==> config.mk <==
export PLATFORM = sky130hd
export DESIGN_NAME = mc_control_fsm
export DESIGN_NICKNAME = d
export VERILOG_FILES = /design/src/rtl/mc_pkg.sv /design/src/rtl/mc_control_fsm.sv
export SDC_FILE = /design/constraint.sdc
export NUM_CORES = 1
export LEC_CHECK = 0
export CAP_MARGIN = 25
export CORE_ASPECT_RATIO = 0.7
export CORE_MARGIN = 2
export CORE_UTILIZATION = 30
export DETAILED_ROUTE_END_ITERATION = 6
export SLEW_MARGIN = 20
export SYNTH_ARGS = -nofsm -noshare
export SYNTH_HDL_FRONTEND = slang
export SYNTH_SLANG_ARGS = --single-unit
==> constraint.sdc <==
create_clock -name clk -period 2.7 [get_ports clk]
set_input_delay 0.54 -clock clk [delete_from_list [all_inputs] [get_ports clk]]
set_output_delay 0.54 -clock clk [all_outputs]
set_load 0.01 [all_outputs]
==> src/rtl/mc_pkg.sv <==
// Shared types and encodings for the multi-cycle RV32I sequencing controller.
package mc_pkg;

    // Controller states; all 16 codes of the 4-bit register are in use.
    typedef enum logic [3:0] {
        S_FETCH,
        S_DECODE,
        S_EXEC_R,
        S_EXEC_I,
        S_ALU_WB,
        S_MEM_ADDR,
        S_MEM_RD,
        S_MEM_WB,
        S_MEM_WR,
        S_BRANCH,
        S_JAL,
        S_JALR_ADDR,
        S_JALR_WB,
        S_LUI,
        S_AUIPC,
        S_ILLEGAL
    } state_e;

    // RV32I major opcodes (IR[6:0]) handled by this core.
    localparam logic [6:0] OP_R      = 7'b0110011;
    localparam logic [6:0] OP_IMM    = 7'b0010011;
    localparam logic [6:0] OP_LOAD   = 7'b0000011;
    localparam logic [6:0] OP_STORE  = 7'b0100011;
    localparam logic [6:0] OP_BRANCH = 7'b1100011;
    localparam logic [6:0] OP_JAL    = 7'b1101111;
    localparam logic [6:0] OP_JALR   = 7'b1100111;
    localparam logic [6:0] OP_LUI    = 7'b0110111;
    localparam logic [6:0] OP_AUIPC  = 7'b0010111;

    // ALU control decoder request.
    localparam logic [1:0] ALUOP_ADD    = 2'b00;
    localparam logic [1:0] ALUOP_BRANCH = 2'b01;
    localparam logic [1:0] ALUOP_FUNCT  = 2'b10;

    // Register-file writeback source.
    localparam logic [1:0] WB_ALUOUT = 2'b00;
    localparam logic [1:0] WB_MDR    = 2'b01;
    localparam logic [1:0] WB_PC     = 2'b10;
    localparam logic [1:0] WB_IMM    = 2'b11;

    // ALU operand A source.
    localparam logic [1:0] ASRCA_PC    = 2'b00;
    localparam logic [1:0] ASRCA_OLDPC = 2'b01;
    localparam logic [1:0] ASRCA_RS1   = 2'b10;

    // ALU operand B source.
    localparam logic [1:0] ASRCB_RS2  = 2'b00;
    localparam logic [1:0] ASRCB_FOUR = 2'b01;
    localparam logic [1:0] ASRCB_IMM  = 2'b10;

    // PC load source and memory address source.
    localparam logic PCSRC_ALU    = 1'b0;
    localparam logic PCSRC_ALUOUT = 1'b1;
    localparam logic IORD_PC      = 1'b0;
    localparam logic IORD_ALUOUT  = 1'b1;

    // Maps a decoded opcode to the first state after DECODE.
    function automatic state_e decode_target(input logic [6:0] op);
        case (op)
            OP_R:               return S_EXEC_R;
            OP_IMM:             return S_EXEC_I;
            OP_LOAD, OP_STORE:  return S_MEM_ADDR;
            OP_BRANCH:          return S_BRANCH;
            OP_JAL:             return S_JAL;
            OP_JALR:            return S_JALR_ADDR;
            OP_LUI:             return S_LUI;
            OP_AUIPC:           return S_AUIPC;
            default:            return S_ILLEGAL;
        endcase
    endfunction

endpackage

==> src/rtl/mc_control_fsm.sv <==
// Main sequencing controller for the multi-cycle RV32I core: steps each
// instruction through fetch/decode/execute/memory/writeback and stalls on
// memory wait states. Outputs are Moore decodes of the state register except
// for the mem_ready- and branch_taken-qualified enables.
module mc_control_fsm
    import mc_pkg::*;
#(
    parameter bit HALT_ON_ILLEGAL = 1'b1
) (
    input  logic       clk,
    input  logic       rst,
    input  logic [6:0] opcode,
    input  logic       mem_ready,
    input  logic       branch_taken,
    output logic       pc_write,
    output logic       pc_src,
    output logic       ir_write,
    output logic       iord,
    output logic       mem_read,
    output logic       mem_write,
    output logic       reg_write,
    output logic [1:0] wb_sel,
    output logic [1:0] alusrca,
    output logic [1:0] alusrcb,
    output logic [1:0] aluop,
    output logic       instr_retired,
    output logic       illegal
);

    state_e state_q, state_d;

    // State register with synchronous reset to FETCH.
    always_ff @(posedge clk) begin
        // NOTE: sequential state uses non-blocking assignments so every flop
        // samples the pre-edge value of every other flop.
        if (rst) begin
            state_q <= S_FETCH;
        end else begin
            state_q <= state_d;
        end
    end

    // Next-state decode.
    always_comb begin
        // NOTE: the default first keeps every path assigned, so no latch is
        // inferred for state_d.
        state_d = state_q;
        case (state_q)
            S_FETCH:     if (mem_ready) state_d = S_DECODE;
            S_DECODE:    state_d = decode_target(opcode);
            S_EXEC_R:    state_d = S_ALU_WB;
            S_EXEC_I:    state_d = S_ALU_WB;
            S_ALU_WB:    state_d = S_FETCH;
            S_MEM_ADDR:  state_d = opcode[5] ? S_MEM_WR : S_MEM_RD;
            S_MEM_RD:    if (mem_ready) state_d = S_MEM_WB;
            S_MEM_WB:    state_d = S_FETCH;
            S_MEM_WR:    if (mem_ready) state_d = S_FETCH;
            S_BRANCH:    state_d = S_FETCH;
            S_JAL:       state_d = S_FETCH;
            S_JALR_ADDR: state_d = S_JALR_WB;
            S_JALR_WB:   state_d = S_FETCH;
            S_LUI:       state_d = S_FETCH;
            S_AUIPC:     state_d = S_FETCH;
            S_ILLEGAL:   state_d = HALT_ON_ILLEGAL ? S_ILLEGAL : S_FETCH;
            default:     state_d = S_FETCH;
        endcase
    end

    // Output decode; everything is held low while rst is asserted so a
    // pending memory request drops in the reset cycle itself.
    always_comb begin
        pc_write      = 1'b0;
        pc_src        = PCSRC_ALU;
        ir_write      = 1'b0;
        iord          = IORD_PC;
        mem_read      = 1'b0;
        mem_write     = 1'b0;
        reg_write     = 1'b0;
        wb_sel        = WB_ALUOUT;
        alusrca       = ASRCA_PC;
        alusrcb       = ASRCB_RS2;
        aluop         = ALUOP_ADD;
        instr_retired = 1'b0;
        illegal       = 1'b0;
        if (!rst) begin
            case (state_q)
                S_FETCH: begin
                    mem_read = 1'b1;
                    iord     = IORD_PC;
                    alusrca  = ASRCA_PC;
                    alusrcb  = ASRCB_FOUR;
                    aluop    = ALUOP_ADD;
                    if (mem_ready) begin
                        ir_write = 1'b1;
                        pc_write = 1'b1;
                        pc_src   = PCSRC_ALU;
                    end
                end
                S_DECODE: begin
                    alusrca = ASRCA_OLDPC;
                    alusrcb = ASRCB_IMM;
                    aluop   = ALUOP_ADD;
                end
                S_EXEC_R: begin
                    alusrca = ASRCA_RS1;
                    alusrcb = ASRCB_RS2;
                    aluop   = ALUOP_FUNCT;
                end
                S_EXEC_I: begin
                    alusrca = ASRCA_RS1;
                    alusrcb = ASRCB_IMM;
                    aluop   = ALUOP_FUNCT;
                end
                S_ALU_WB, S_AUIPC: begin
                    reg_write     = 1'b1;
                    wb_sel        = WB_ALUOUT;
                    instr_retired = 1'b1;
                end
                S_MEM_ADDR, S_JALR_ADDR: begin
                    alusrca = ASRCA_RS1;
                    alusrcb = ASRCB_IMM;
                    aluop   = ALUOP_ADD;
                end
                S_MEM_RD: begin
                    mem_read = 1'b1;
                    iord     = IORD_ALUOUT;
                end
                S_MEM_WB: begin
                    reg_write     = 1'b1;
                    wb_sel        = WB_MDR;
                    instr_retired = 1'b1;
                end
                S_MEM_WR: begin
                    mem_write     = 1'b1;
                    iord          = IORD_ALUOUT;
                    instr_retired = mem_ready;
                end
                S_BRANCH: begin
                    alusrca       = ASRCA_RS1;
                    alusrcb       = ASRCB_RS2;
                    aluop         = ALUOP_BRANCH;
                    pc_src        = PCSRC_ALUOUT;
                    pc_write      = branch_taken;
                    instr_retired = 1'b1;
                end
                // The link value (PC, already PC+4) is written in the same
                // cycle the PC loads the target; the datapath samples PC first.
                S_JAL, S_JALR_WB: begin
                    reg_write     = 1'b1;
                    wb_sel        = WB_PC;
                    pc_write      = 1'b1;
                    pc_src        = PCSRC_ALUOUT;
                    instr_retired = 1'b1;
                end
                S_LUI: begin
                    reg_write     = 1'b1;
                    wb_sel        = WB_IMM;
                    instr_retired = 1'b1;
                end
                S_ILLEGAL: begin
                    illegal = 1'b1;
                end
                default: ;
            endcase
        end
    end

endmodule

; After elaboration in Yosys (flattened, before gate mapping)
; Cells that the tools add are included.
[classes]
n_eq_ne = 27
muxes = 33
reduce_logical = 12
[op_table]
columns = operator, count
row1 = one-hot mux 4 bit (9 select lines), 1
row2 = "== test 4 bit, second input constant", 8
row3 = one-hot mux 4 bit (8 select lines), 1
row4 = "== test 7 x 6 -> 1 bit, second input constant", 3
row5 = "== test 7 bit, second input constant", 3
row6 = two-way mux 1 bit, 17
row7 = "== test 4 x 3 -> 1 bit, second input constant", 4
row8 = two-way mux 4 bit, 4
row9 = "== test 7 x 5 -> 1 bit, second input constant", 2
row10 = one-hot mux 2 bit (2 select lines), 3
row11 = OR reduction 2 bit, 5
row12 = "== test 4 x 2 -> 1 bit, second input constant", 2
row13 = two-way mux 2 bit, 4
row14 = "== test 7 x 2 -> 1 bit, second input constant", 1
row15 = OR reduction 7 bit, 1
row16 = "inequality test 2 bit, second input constant", 3
row17 = one-hot mux 2 bit (3 select lines), 1
row18 = OR reduction 6 bit, 1
row19 = OR reduction 5 bit, 1
row20 = "== test 4 x 1 -> 1 bit, second input constant", 1
row21 = zero test 4 bit, 1
row22 = OR reduction 4 bit, 1
row23 = one-hot mux 1 bit (3 select lines), 1
row24 = AND reduction 3 bit, 1
row25 = 2 further kinds, 2
[word_totals]
ff_bits = 4
input_bits = 11
output_inout_bits = 17
word_cells = 73

; Longest topological paths before layout
[logic_depth]
word_depth = 4
mapped_depth = 6
ltp_nobuf = 4

; Worst setup path after synthesis
; Ideal clock, no wire load.
[synth_timing]
path_kind = input -> output
start = in rst
end = out alusrca[1]
arrival_ps = 1289
required_ps = 2160
setup_slack_ps = 871
path_stages = 3
n_path_buf = 2
cell_sequence = clkbuf_1 -> buf_1 -> a221oi_1
[synth_via]
elab_chain_len = 1
[synth_lines]
columns = element, line
row1 = start: declaration, mc_control_fsm.sv:11  ; input logic rst,
row2 = two-way mux 2 bit, mc_control_fsm.sv:85  ; if (!rst) begin
row3 = end: declaration, mc_control_fsm.sv:23  ; output logic [1:0] alusrca,
; Every way passes these cells.

; Worst setup path in the final report
[layout_timing]
start = in rst
end = out ir_write
[layout_via]
elab_chain_len = 1
[layout_lines]
columns = element, line
row1 = two-way mux 1 bit, mc_control_fsm.sv:85
row2 = end: declaration, mc_control_fsm.sv:17  ; output logic ir_write,
; Every way passes these cells.

==> out/qor.csv <==
stage;metric;value;unit
status;status;completed;
timing;final hold violations;0;
clocking;cts bufs inserted;3;
pwr;Internal Pwr Total;432;µW
worst_setup_path;data required time of the worst path;2.16;ns
timing;unrepaired setup endpoints after global routing;no;
placement;Placed Cells incl. Taps;154;
grt;GRT Util Overall;15.6;%
clocking;CTS sink count;4;
clocking;Post-CTS Setup Bufs;0;
worst_setup_path;FF-to-FF End;state_q[2];
grt;initial antenna violation count;0;
timing;skew final;0.00298;ns
synthesis;Top FF cell, synth;dfxtp_1;
pwr;power share of the combinational group;71.4;%
hold_path;Hold Path Origin;state_q[2];
worst_setup_path;crit-path max FO;17;
pwr;Pwr Total;808;µW
synthesis;Warnings, synthesis;0;
timing;minimum clock period;2.63;ns
layout;# diodes;0;
layout;Area Overhead vs Synth;52.2;%
pwr;PwrDens;805;nW/µm²
clocking;Worst-Skew Late Latency;0.23;ns
clocking;CTS tree;done;
placement;Routability Congestion;0.766;
grt;vias in the first global route;691;
worst_setup_path;RR Startpoint;state_q[3];
layout;fin nets;138;
timing;setup TNS;0;ns
run;max cap viols;0;
worst_setup_path;Critical Path End;ir_write;
worst_setup_path;crit path launch type;input pin;
synthesis;most frequent cells after synthesis;9 x a21oi_1, 7 x nor3_1, 6 x nand2b_1, 6 x nor2_1;
floorplan;initial core utilization;31.1;%
synthesis;Mapped Nets;108;
clocking;Root Driver;clkbuf_4;
layout;Final Non-Filler Cells;157;
detailed_routing;First-pass DRT Iterations;4;
layout;Most flops, register;state_q;
pwr;Sw Pwr;376;µW
floorplan;DIE AREA;2600;µm²
detailed_routing;drt wl/cell;12.2;µm
pwr;Seq pwr share;19.5;%
detailed_routing;initial drt markers;41;
timing;Max Freq;380;MHz
clocking;H-tree depth;1;
worst_setup_path;r2r setup slk;1.15;ns
synthesis;Cell variety after synth;44;
detailed_routing;# DRC;0;
grt;largest net degree at the start of global routing;24;
detailed_routing;drt total wl;1.92;mm
synthesis;top cells by area, synth;dfxtp_1 12%, a21oi_1 6.8%, nand2b_1 5.7%;
grt;first-pass GRT wire length;3.17;mm
floorplan;Top Ports;28;
floorplan;Die X;60.0;µm
hold_path;worst hold path class;reg -> reg;
synthesis;Post-Syn Area;659;µm²
synthesis;count leader, synth;a21oi_1;
clocking;CTS max path bufs;2;
timing;Slew @ Worst Pin;0.483;ns
worst_setup_path;r2r worst-path depth;5;
timing;Slew headroom;67.8;%
timing;Max Transition Viols Final;0;
pwr;Clk pwr share;9.1;%
detailed_routing;post-route ant nets;0;
worst_setup_path;crit path DAT;2.09;ns
clocking;register clock-pin slew on the reported worst setup and hold paths;0.03;ns
floorplan;core footprint;2120;µm²
synthesis;EDFF count, synth;0;
detailed_routing;Vias;829;
pwr;Switching Fraction;46.5;%
synthesis;Syn Inst Count;97;
layout;share of cells above drive strength 1;12.0;%
detailed_routing;vias per cell;5.28;
worst_setup_path;WS Path Type;in -> out;
floorplan;Row Count;14;
pwr;Leak;0.000354;µW
grt;Overflow after GRT;0;
worst_setup_path;Worst setup EP type;output pin;
floorplan;die height;43.2;µm
layout;biggest registers after layout;state_q x4;
synthesis;Async SR Flop Fraction;0;%
placement;dpl hpwl;1.47;mm
synthesis;Synth Area per Inst;6.80;µm²
timing;fin crit share;97.4;%
synthesis;register area share after synthesis;12.1;%
synthesis;Yosys top cell by area;dfxtp_1;
placement;Buffers on Ports;27;
synthesis;top-area cell type share of the netlist area;12.1;%
synthesis;Yosys reg bits;4;
timing;Final Setup Violations;0;
clocking;CTS Hold Bufs;0;
layout;Largest register FFs;4;
worst_setup_path;Worst Setup SP;rst;
pwr;Peak VDD IR;266;µV
## per-layer routing
metal	GRT usage, %	wire, µm
met1	24.5	1000
met2	21.7	810
met3	3.96	106
met4	1.33	0
met5	0	0
## logic make-up after synthesis
| family | count (synthesis) | synth area share (%) |
|---|---|---|
| simple gates | 49 | 44.2 |
| flops | 4 | 12.1 |
| buf+inv | 14 | 12.5 |
| compound gates | 28 | 28.5 |
| xor+xnor | 2 | 2.66 |
## worst min-delay path by stage
stage	cells after the start	endpoint
detailed placement	3	state_q[1]
CTS	3	state_q[1]
finish	3	state_q[1]
global route	3	state_q[1]
global placement	3	state_q[1]
floorplan	3	state_q[2]
## layout by cell type, fill, tap and decap left out, types with 3 or more instances in the layout
cell	n
nor2_1	6
nand2b_1	6
buf_4	6
a21oi_1	9
clkbuf_4	3
nand2_1	5
dfxtp_1	3
nand3_1	5
inv_1	4
a31oi_1	3
clkdlybuf4s50_1	27
nor3_1	7
nor4_1	3
## worst max-delay path, cell delays in order
cell and delay, ns:
clkdlybuf4s50_1 0.47, buf_12 0.18, nor4b_4 0.22, and2_1 0.15, clkdlybuf4s50_1 0.53
## per-stage QoR
stage	instance area, µm²	hold WS (ns)	worst slack (ns)	util (%)
after floorplan	659	0.680	0.871	-
after global placement	971	0.824	0.0645	45.8
after detailed placement	971	0.811	0.0312	45.8
after CTS	993	0.819	0.0314	46.9
after global routing	1000	0.861	0.00484	47.3
final	1000	0.820	0.0691	47.3
## cell type report
cell class / instances / area [µm²]
fillers: 215 / 1120
multi-input cells: 79 / 505
repair buffers: 34 / 335
flip-flops and latches: 4 / 81.3
well taps: 32 / 40.0
clock buffers: 3 / 22.5
inverters: 5 / 18.8
## repair_timing
item	CTS	global route
setup endpoints to repair	0	6
hold endpoints to repair	0	0
resized for setup	0	2
## power groups by stage
stage | clock (µW) | combinational, µW | sequential, µW
after floorplan | 0 | 427 | 107
after global placement | 0 | 562 | 153
after detailed placement | 0 | 565 | 153
after CTS | 75.9 | 567 | 152
after global routing | 79.5 | 626 | 169
final | 73.2 | 577 | 158
No activity file was read; power rests on OpenSTA's default activity.
